File: src/rtl/rv_mem_pkg.sv
// Shared types and constants for the multicycle-CPU memory controller.
// Imported by rv_mem_ctl and its wait-state counter.
package rv_mem_pkg;

   typedef enum logic [1:0] {IDLE, ACCESS, WAIT, DONE} mem_st_t;

   typedef enum logic {OP_RD, OP_WR} mem_op_t;

   localparam int WAITW = 4;

endpackage

File: src/rtl/rv_wait_cnt.sv
// Loadable down-counter that times the SRAM wait states.
// It counts down to zero and then holds there.
module rv_wait_cnt
   import rv_mem_pkg::*;
(
   input  logic             clk,
   input  logic             rst,
   input  logic             load,
   input  logic             en,
   input  logic [WAITW-1:0] load_val,
   output logic             zero
);

   logic [WAITW-1:0] cnt;

   // NOTE: sequential state uses non-blocking (<=) so every flop samples pre-edge values.
   always_ff @(posedge clk or negedge rst) begin
      if (!rst) begin
         cnt <= '0;
      end else if (load) begin
         cnt <= load_val;
      end else if (en && (cnt != '0)) begin
         cnt <= cnt - 1'b1;
      end
   end

   assign zero = (cnt == '0);

endmodule

File: src/rtl/rv_mem_ctl.sv
// Memory controller between the multicycle control FSM and a word-addressed synchronous SRAM.
// Adds programmable wait states and rejects misaligned or out-of-range accesses.
module rv_mem_ctl
   import rv_mem_pkg::*;
#(
   parameter int          AW          = 10,
   parameter int          WAIT_CYCLES = 2,
   parameter logic [31:0] BASE_ADDR   = 32'h0
) (
   input  logic          clk,
   input  logic          rst,
   input  logic          req_rd,
   input  logic          req_wr,
   input  logic [31:0]   addr,
   input  logic [31:0]   wdata,
   output logic          ready,
   output logic          done,
   output logic [31:0]   rdata,
   output logic          err,
   output logic          sram_en,
   output logic          sram_we,
   output logic [AW-1:0] sram_addr,
   output logic [31:0]   sram_wdata,
   input  logic [31:0]   sram_rdata
);

   mem_st_t     state, state_nx;
   mem_op_t     op_q, op_nx;
   logic [31:0] word;
   logic        bad;
   logic        accept;
   logic        go_access;
   logic        cnt_zero;

   // The addr < BASE_ADDR term catches underflow, so the wrapped offset is never used.
   assign word      = (addr - BASE_ADDR) >> 2;
   assign bad       = (addr[1:0] != 2'b00) || (addr < BASE_ADDR) || ((word >> AW) != 32'h0);
   assign ready     = (state == IDLE);
   assign accept    = ready && (req_rd || req_wr);
   assign go_access = accept && !bad;
   assign op_nx     = req_wr ? OP_WR : OP_RD;

   rv_wait_cnt u_wait_cnt (
      .clk      (clk),
      .rst      (rst),
      .load     (go_access),
      .en       ((state == ACCESS) || (state == WAIT)),
      .load_val (WAITW'(WAIT_CYCLES)),
      .zero     (cnt_zero)
   );

   always_ff @(posedge clk or negedge rst) begin
      if (!rst) state <= IDLE;
      else      state <= state_nx;
   end

   // NOTE: state_nx gets a default before the case so no path leaves it unassigned (no latch).
   always_comb begin
      state_nx = state;
      case (state)
         IDLE:    if (accept) state_nx = bad ? DONE : ACCESS;
         ACCESS:  state_nx = (WAIT_CYCLES == 0) ? DONE : WAIT;
         WAIT:    if (cnt_zero) state_nx = DONE;
         DONE:    state_nx = IDLE;
         default: state_nx = IDLE;
      endcase
   end

   // Outputs are registered from the next state so the SRAM sees glitch-free strobes.
   always_ff @(posedge clk or negedge rst) begin
      if (!rst) begin
         op_q       <= OP_RD;
         done       <= 1'b0;
         err        <= 1'b0;
         rdata      <= '0;
         sram_en    <= 1'b0;
         sram_we    <= 1'b0;
         sram_addr  <= '0;
         sram_wdata <= '0;
      end else begin
         sram_en <= go_access;
         sram_we <= go_access && req_wr;
         done    <= (state_nx == DONE);
         err     <= accept && bad;
         if (go_access) begin
            op_q       <= op_nx;
            sram_addr  <= word[AW-1:0];
            sram_wdata <= wdata;
         end
         if (accept && bad && !req_wr) begin
            rdata <= '0;
         end else if ((state_nx == DONE) && (state != IDLE) && (op_q == OP_RD)) begin
            rdata <= sram_rdata;
         end
      end
   end

endmodule

File: config.mk
export PLATFORM = sky130hd
export DESIGN_NAME = rv_mem_ctl
export DESIGN_NICKNAME = d
export VERILOG_FILES = /design/src/rtl/rv_mem_pkg.sv /design/src/rtl/rv_wait_cnt.sv /design/src/rtl/rv_mem_ctl.sv
export SDC_FILE = /design/constraint.sdc
export NUM_CORES = 1
export LEC_CHECK = 0
export CAP_MARGIN = 15
export CORE_MARGIN = 4
export CORE_UTILIZATION = 39
export DETAILED_ROUTE_END_ITERATION = 16
export HOLD_SLACK_MARGIN = 0.12
export PLACE_DENSITY = 0.81
export SLEW_MARGIN = 20
export SYNTH_ARGS = -nofsm -noshare
export SYNTH_HDL_FRONTEND = slang
export SYNTH_SLANG_ARGS = --single-unit
File: constraint.sdc
create_clock -name clk -period 2.6 [get_ports clk]
set_input_delay 0.78 -clock clk [delete_from_list [all_inputs] [get_ports clk]]
set_output_delay 0.78 -clock clk [all_outputs]
set_load 0.01 [all_outputs]
Word-level counts from Yosys, hierarchy flattened
Cells that the tools add are included.
- $add $sub $neg: 1
- multiply operators: 0
- div/mod/pow operators: 0
- magnitude comparators: 1
- equal/unequal tests: 4
- shift operators: 0
- multiplexer cells: 9
- bitwise operators: 1
- reduce and logical (&&, ||, !) cells: 22
- operators by type and width (kind ; number):
    two-way mux 32 bit ; 2
    < comparator 32 x 1 -> 1 bit, second input constant ; 1
    nonzero test 32 bit ; 1
    logical AND 1 bit ; 8
    two-way mux 4 bit ; 2
    case mux 2 bit (4 select lines) ; 1
    nonzero test 2 bit ; 4
    == test 2 bit, second input constant ; 3
    two-way mux 2 bit ; 3
    zero test 4 bit ; 1
    logical OR 1 bit ; 4
    nonzero test 4 bit ; 1
    subtractor 4 x 1 -> 4 bit, second input constant ; 1
    == test 2 x 1 -> 1 bit, second input constant ; 1
    zero test 1 bit ; 2
    zero test 2 bit ; 1
    two-way mux 1 bit ; 1
    inverter 1 bit ; 1
- flip-flop bits (word level): 85
- bits in latches: 0
- memory bits (writable): 0
- ROM bits: 0
- output and inout bits: 79
- memories kept: 0

Depth between registers and ports, before layout
Gate-level depths: netlist of the first run.
- depth in word-level cells: 11
- mapped depth: 8
- depth with buffers taken out: 7

By module
From an unflattened synthesis of the first run, not the netlist that was laid out.
- cells, all modules: 224
- area total of the unflattened synthesis: 3340.7 um2
- by module, submodules not included (module ; instances ; cells an instance ; area each (um2) ; seq. area each (um2)):
    rv_mem_ctl ; 1 ; 197 ; 3070.4 ; 2026.9
    rv_wait_cnt ; 1 ; 27 ; 270.3 ; 100.1

Worst setup path before layout of the first run
No wires, ideal clock.
- path type: input to register
- start point: in addr[12]
- end point: reg op_q
- library setup time: 0.125 ns
- arrival time: 2.126 ns
- required time: 2.475 ns
- setup slack: 0.349 ns
- cell stages on the path: 5
- buffers on the path: 1
- cell sequence: nor4_1 > nand4_1 > nor3_2 > buf_2 > mux2_2
- longest elaborated chain between the ends: 5
- ends and longest elaborated chain (element ; RTL line ; text):
    from (decl) ; rv_mem_ctl.sv:14 ; input logic [31:0] addr,
    < comparator 32 x 1 -> 1 bit ; rv_mem_ctl.sv:37 ; assign bad = (addr[1:0] != 2'b00) || (addr < BASE_ADDR) || ((word >> AW) != 32'h0);
    logical OR 1 bit ; rv_mem_ctl.sv:37 ;
    logical OR 1 bit * ; rv_mem_ctl.sv:37 ;
    zero test 1 bit * ; rv_mem_ctl.sv:40 ; assign go_access = accept && !bad;
    logical AND 1 bit * ; rv_mem_ctl.sv:40 ;
    to (signal assigned) ; rv_mem_ctl.sv:86 ; op_q <= op_nx;
    to (decl) ; rv_mem_ctl.sv:28 ; mem_op_t op_q, op_nx;
Mark *: on every way between the ends. The rest lies on a longest branch, timed or not.
A chain may end at the register's enable or synchronous reset.

Worst setup path after layout of the first run
- start point: in addr[26]
- end point: reg rdata[7]
- longest elaborated chain between the ends: 10
- ends and longest elaborated chain (element ; RTL line ; text):
    < comparator 32 x 1 -> 1 bit ; rv_mem_ctl.sv:37 ;
    logical OR 1 bit ; rv_mem_ctl.sv:37 ;
    logical OR 1 bit * ; rv_mem_ctl.sv:37 ;
    two-way mux 2 bit (2 in a row) ; rv_mem_ctl.sv:61 ; IDLE: if (accept) state_nx = bad ? DONE : ACCESS;
    case mux 2 bit (4 select lines) ; rv_mem_ctl.sv:60 ; case (state)
    == test 2 bit ; rv_mem_ctl.sv:92 ; end else if ((state_nx == DONE) && (state != IDLE) && (op_q == OP_RD)) begin
    logical AND 1 bit (2 in a row) ; rv_mem_ctl.sv:92 ;
    nonzero test 2 bit (no line) ; n/a ;
    to (signal assigned) ; rv_mem_ctl.sv:93 ; rdata <= sram_rdata;
    to (decl) ; rv_mem_ctl.sv:18 ; output logic [31:0] rdata,
Marked as above.

==> results of run 1 <==
-- synthesized netlist by cell type --
library cell	n
dfrtp_1	85
mux2_2	43
a22o_1	32
buf_2	11
nor2_1	9
nor4_1	6
ha_1	4
inv_1	4
nand2_1	4
and2_1	2
nand3_1	2
nand4b_1	2
nor3_1	2
o21ai_0	2
xnor2_1	2
a211o_1	1
a311o_2	1
nand4_1	1
nor3_2	1
o211ai_1	1
o21a_1	1
or3b_1	1
xor2_1	1
-- power by group through the flow --
stage | Combinational [W] | Sequential (W) | Clock, W
floorplan | 0.000613 | 0.00178 | 0
global placement | 0.00143 | 0.00170 | 0
detailed placement | 0.00148 | 0.00170 | 0
CTS | 0.00148 | 0.00169 | 0.000845
global route | 0.00159 | 0.00172 | 0.000891
finish | 0.00146 | 0.00168 | 0.000810
-- flip-flops by register name, indices dropped and copies added (netlist names) --
signal,cells
done,1
err,1
op_q,1
rdata,32
sram_addr,10
sram_en,1
sram_wdata,32
sram_we,1
state,2
u_wait_cnt.cnt,4
-- through the flow --
stage	power (W)	TNS (ns)	std cells	hold WS, ns	cell area [um2]
floorplan	0.002389	0	218	0.4818	3244
global placement	0.003129	-14.29	505	0.4832	5286
detailed placement	0.003182	-16.19	505	0.4836	5286
CTS	0.004012	0	520	0.4215	5453
global route	0.004194	0	520	0.4565	5459
finish	0.003956	0	520	0.4191	5459
-- cells by family (layout without fill, tap and decap cells) --
| group | after synthesis | count (layout) | share of synthesized area [%] |
|---|---|---|---|
| xor+xnor | 3 | 3 | 0.8100 |
| buf+inv | 15 | 212 | 2.159 |
| mux | 43 | 43 | 14.92 |
| flops | 85 | 85 | 65.56 |
| fa+ha+maj | 4 | 4 | 1.543 |
| simple gates | 30 | 30 | 4.975 |
| compound gates | 38 | 38 | 10.03 |
-- per-layer routing --
metal	track usage (%)	part of all wire, %	up-vias	wire length [um]
li1	-	-	1184	-
met1	21.63	41	1209	3610
met2	29.86	48	128	4238
met3	7.504	10	8	879
met4	4.727	0.96	0	85
met5	0	0	-	0
-- cell type report --
type	instances	area (um2)
Inverter	4	15.01
Timing Repair Buffer	193	1958
Multi-Input combinational cell	118	1061
Sequential cell	85	2127
Tap cell	105	131.4
Clock inverter	4	25.02
Fill cell	593	2675
Clock buffer	11	141.4
-- timing repair --
item / in CTS / in global routing
endpoints found under the setup margin: 0 / 26
resized for setup: 0 / 2
endpoints found under the hold margin: 0 / 0
-- cells in the final DEF (no fill, tap or decap), drive strengths merged --
cell type,synthesis,routed
or3b,1,1
o21ai,2,2
nand4,1,1
a211o,1,1
nand3,2,2
and2,2,2
dfrtp,85,85
buf,11,16
nor4,6,6
ha,4,4
nor3,3,3
o21a,1,1
xor2,1,1
mux2,43,43
nand4b,2,2
clkinvlp,0,2
a311o,1,1
nor2,9,9
clkinv,0,2
nand2,4,4
inv,4,4
xnor2,2,2
clkbuf,0,11
clkdlybuf4s50,0,177
a22o,32,32
o211ai,1,1
-- path summary, 6_finish.rpt --
check	startpoint	endpoint	slack, ns
worst min-delay path	rst	sram_wdata[4]$_DFFE_PN0P_	0.42
worst max register to register	u_wait_cnt.cnt[0]$_DFFE_PN0P_	rdata[7]$_DFFE_PN0P_	0.50
max in group asynchronous	rst	rdata[27]$_DFFE_PN0P_	1.54
worst max-delay path	addr[26]	rdata[7]$_DFFE_PN0P_	0.14
worst min register to register	sram_wdata[21]$_DFFE_PN0P_	sram_wdata[21]$_DFFE_PN0P_	0.51
min in group clk	sram_wdata[21]$_DFFE_PN0P_	sram_wdata[21]$_DFFE_PN0P_	0.51
==> key figures, run 1 <==
Status
  • Status: completed

Global routing
  • Overflow after GRT: 0
  • Number of global-route vias before repair: 2786
  • Largest net degree at the start of global routing: 47
  • Initial antenna violation count: 0
  • Global-route wire length before repair: 13790 um
  • GRT Util Overall: 17.96%

STA
  • Fmax: 0.4059 GHz
  • Worst-margin pin slew: 0.5800 ns
  • Setup-failing EPs final: 0
  • Max Slew Vio Count: 0
  • Clock skew: 0.01263 ns
  • Setup ws final: 0.1365 ns
  • Final Cycle Share: 94.75%
  • Final Critical Period: 2.463 ns
  • Final hold violation count: 0
  • RSZ-0062 raised after global routing: no
  • Rel. slew slack: 61.33%

Final layout
  • Layout cells sized above 1: 18.55%
  • Post-layout util: 67.11%
  • Nets: 515
  • Syn-to-layout area delta: 68.26%
  • ANT cells: 0

Setup path
  • CP max stage delay: 0.40 ns
  • Worst Setup End Kind: flip-flop
  • Worst Setup Path Type: in2reg
  • Crit path depth: 8
  • Kind of cell adding the most delay to the critical path: simple AND/OR/NAND/NOR gates
  • CP max-delay cell: clkdlybuf4s50_1
  • CP arrival: 2.69 ns
  • Worst Path Required: 2.83 ns
  • CP Buf/Inv Count: 3
  • Critical path cell sequence: clkdlybuf4s50_1 > nor4_1 > nand4_1 > nor3_4 > buf_4 > nor3_2 > buf_12 > a22o_1
  • R2R depth: 8
  • CP max FO: 32
  • Startpoint Class: input port

Floorplan
  • Initial core utilization: 39.89%
  • Die Width: 99.21 um
  • Core Area: 0.008134 mm2
  • Ports: 179
  • Die H: 99.21 um
  • Num rows: 33
  • DIE AREA: 0.009842 mm2

Synthesis
  • Mapped cell area: 0.003244 mm2
  • Top-area cell type share of the netlist area: 65.56%
  • Synth Instances: 218
  • Largest area contributor in the synthesized netlist: dfrtp_1
  • Register area share after synthesis: 65.56%
  • Post-Syn Nets: 322
  • Dominant cells by area after synthesis: dfrtp_1, mux2_2, a22o_1
  • Yosys warning total: 0
  • Avg Synthesized Cell Area: 14.88 um2
  • Synth unique cells: 23
  • Seq cells post-synth: 85

Placement
  • DP Worst Slack: -0.2856 ns
  • Routability cong.: 0.7884
  • Dpl hpwl: 6848 um
  • Port bufs: 178

Power and ir drop
  • P_leak: 2.479 nW
  • Worst VDD drop: 0.4761 mV
  • Part of the total power dissipated in the clock network: 20.5%
  • P_int: 0.002765 W
  • Sequential share of power: 42.6%
  • Power share of the combinational group: 37.0%
  • Sw Share: 30.12%
  • Sw Pwr: 0.001192 W
  • PD cells: 724.7 mW/mm2

CTS
  • H-tree depth: 3
  • Clk slew on worst S/H paths: 0.09 ns
  • Clock Sink Count: 85
  • CTS root buf: clkbuf_8
  • CTS Buffer Depth: 2
  • Postcts setup bufs: 0
  • Worst skew pair latency: 0.35 ns
  • CTS tree: done
  • Hold-fix buffers, CTS: 0
  • CTS buffer count: 9

Drt
  • Vias: 2529
  • Initial drt markers: 60
  • Residual DRC count: 0
  • DRT Pass-1 Iters: 4
  • DR WL/cell: 16.95 um
  • Final wirelength: 8814 um
  • ANT nets after route: 0
  • Via density: 4.863

Flow run
  • Max cap viols: 0

Hold path
  • Worst hold-check path type: in2async
No activity file was read; power rests on OpenSTA's default activity.
==> inputs of run 2 (changes only) <==
--- a/config.mk
+++ b/config.mk
@@ -7,10 +7,11 @@
 export LEC_CHECK = 0
 export CAP_MARGIN = 15
 export CORE_MARGIN = 4
-export CORE_UTILIZATION = 39
+export CORE_UTILIZATION = 40
+export CTS_BUF_LIST = sky130_fd_sc_hd__clkbuf_2
 export DETAILED_ROUTE_END_ITERATION = 16
 export HOLD_SLACK_MARGIN = 0.12
-export PLACE_DENSITY = 0.81
+export PLACE_DENSITY = 0.83
 export SLEW_MARGIN = 20
 export SYNTH_ARGS = -nofsm -noshare
 export SYNTH_HDL_FRONTEND = slang
==> key figures, run 2 (synthesis gave the netlist of run 1 again) <==
Placement
  • Dpl hpwl: 6676 um
  • Post-Place Cell Area: 0.005263 mm2
  • Inst Count DP: 501
  • Routability cong.: 0.7554
  • Port bufs: 178
  • DP Worst Slack: -0.2637 ns

Floorplan
  • Die H: 98.06 um
  • DIE AREA: 0.009616 mm2
  • Ports: 179
  • Core Area: 0.007807 mm2
  • Num rows: 32
  • Initial core utilization: 41.55%
  • Die Width: 98.06 um

Final layout
  • Syn-to-layout area delta: 65.91%
  • ANT cells: 0
  • Fillers: 610
  • Largest registers: rdata (32), sram_wdata (32), sram_addr (10)
  • Commonest non-fill, non-tap cell in the layout: clkdlybuf4s50_1
  • Final std cells w/o fill: 519
  • Layout cells sized above 1: 18.94%
  • Nets: 516
  • Most frequent cells in the layout: clkdlybuf4s50_1, dfrtp_1, mux2_2, a22o_1, buf_4
  • Post-route cell area: 0.005383 mm2

Setup path
  • Worst Setup End Kind: flip-flop
  • CP arrival: 2.72 ns
  • CP max FO: 32
  • Startpoint Class: input port
  • Reg2reg setup slack: 0.43 ns
  • Worst Setup Path Type: in2reg
  • Worst Path Required: 2.98 ns

CTS
  • Clk slew on worst S/H paths: 0.21 ns
  • CTS tree: done
  • CTS root buf: clkbuf_2
  • Worst skew pair latency: 0.50 ns
  • H-tree depth: 3
  • Clock Sink Count: 85
  • CTS buffer count: 9
  • CTS Buffer Depth: 2

Drt
  • Vias: 2562
  • ANT nets after route: 0
  • DR WL/cell: 16.70 um
  • Via density: 4.936
  • Final wirelength: 8668 um
  • DRT Pass-1 Iters: 4
  • Initial drt markers: 39
  • Residual DRC count: 0

STA
  • Clock skew: 0.03803 ns
  • Final Cycle Share: 89.65%
  • Rel. slew slack: 69.36%
  • Max Slew Vio Count: 0
  • Setup ws final: 0.2690 ns
  • Sum Neg Setup Slack: 0 ns
  • Worst-margin pin slew: 0.4597 ns
  • Final Critical Period: 2.331 ns
  • RSZ-0062 raised after global routing: no
  • Final hold violation count: 0
  • Final hold slack: 0.5272 ns
  • Setup-failing EPs final: 0
  • Fmax: 0.4290 GHz

Hold path
  • Worst hold-check path type: reg2reg

Power and ir drop
  • P_int: 0.002556 W
  • PD cells: 696.4 mW/mm2
  • Sw Share: 31.81%
  • Sequential share of power: 44.9%
  • Part of the total power dissipated in the clock network: 14.8%
  • Sw Pwr: 0.001192 W
  • P_leak: 2.467 nW
  • Worst VDD drop: 0.4154 mV
  • Power share of the combinational group: 40.2%

Global routing
  • GRT Util Overall: 17.66%
  • Number of global-route vias before repair: 2701
  • Largest net degree at the start of global routing: 52
  • Global-route wire length before repair: 13420 um
  • Overflow after GRT: 0
  • Initial antenna violation count: 0

Status
  • Status: completed

Flow run
  • Max cap viols: 0
## run 2: cell types whose count changed in the layout (fill, tap and decap cells not counted), sizes merged
cell,delta
dlymetal6s2s,+1
clkinv,+1
dlygate4sd3,+1
clkbuf,-1
clkdlybuf4s50,-1
inv,+1
## run 2: cell type report
| class | instances | area, um2 | share of cell area, % |
|---|---|---|---|
| Sequential cell | 85 | 2127 | 39.52 |
| Timing Repair Buffer | 194 | 1954 | 36.31 |
| Multi-Input combinational cell | 118 | 1071 | 19.90 |
| Tap cell | 102 | 127.6 | 2.371 |
| Clock buffer | 10 | 50.05 | 0.9298 |
| Clock inverter | 6 | 37.54 | 0.6974 |
| Inverter | 4 | 15.01 | 0.2789 |
## run 2: timing repair
item | in CTS | in global routing
buffers inserted | 1 | 0
endpoints found under the hold margin | 0 | 2
cloned | 0 | 0
resized for setup | 3 | 1
hold buffers | 0 | 1
setup endpoints to repair | 1 | 1
## run 2: path summary, 6_finish.rpt
| kind | startpoint | cells after the start | to |
|---|---|---|---|
| worst max register to register | u_wait_cnt.cnt[0]$_DFFE_PN0P_ | 8 | rdata[21]$_DFFE_PN0P_ |
| worst min-delay path | rdata[15]$_DFFE_PN0P_ | 1 | rdata[15]$_DFFE_PN0P_ |
| min in group asynchronous | rst | 2 | sram_addr[4]$_DFFE_PN0P_ |
| worst min register to register | rdata[15]$_DFFE_PN0P_ | 1 | rdata[15]$_DFFE_PN0P_ |
| max in group asynchronous | rst | 3 | u_wait_cnt.cnt[3]$_DFFE_PN0P_ |
| worst max-delay path | addr[12] | 8 | rdata[21]$_DFFE_PN0P_ |
## run 2: worst max-delay path, stage by stage
cell and delay, ns:
clkdlybuf4s50_1 0.40, nor4_1 0.31, nand4_1 0.25, nor3_4 0.31, buf_4 0.19, nor3_2 0.06
buf_12 0.16, a22o_1 0.24
## run 2: through the flow
stage          power (W)  util, %
3_3_place_gp    0.003139    67.40
5_1_grt         0.003989    68.94
2_1_floorplan   0.002389        -
4_1_cts         0.003805    68.78
3_5_place_dp    0.003198    67.40
6_report        0.003748    68.94
## run 2: power groups by stage
| stage | logic [W] | registers, W | clock network (W) |
|---|---|---|---|
| final | 0.00151 | 0.00168 | 0.000556 |
| after global routing | 0.00163 | 0.00171 | 0.000648 |
| after CTS | 0.00153 | 0.00169 | 0.000588 |
| after detailed placement | 0.00149 | 0.00171 | 0 |
| after global placement | 0.00143 | 0.00171 | 0 |
| after floorplan | 0.000613 | 0.00178 | 0 |
## run 2: routing by layer
metal,GRT usage [%],routed length [um],part of all wire [%]
met5,0,0,0
met4,5.112,124,1.4
met3,5.857,590,6.8
met2,30.42,4409,51
met1,21.11,3543,41
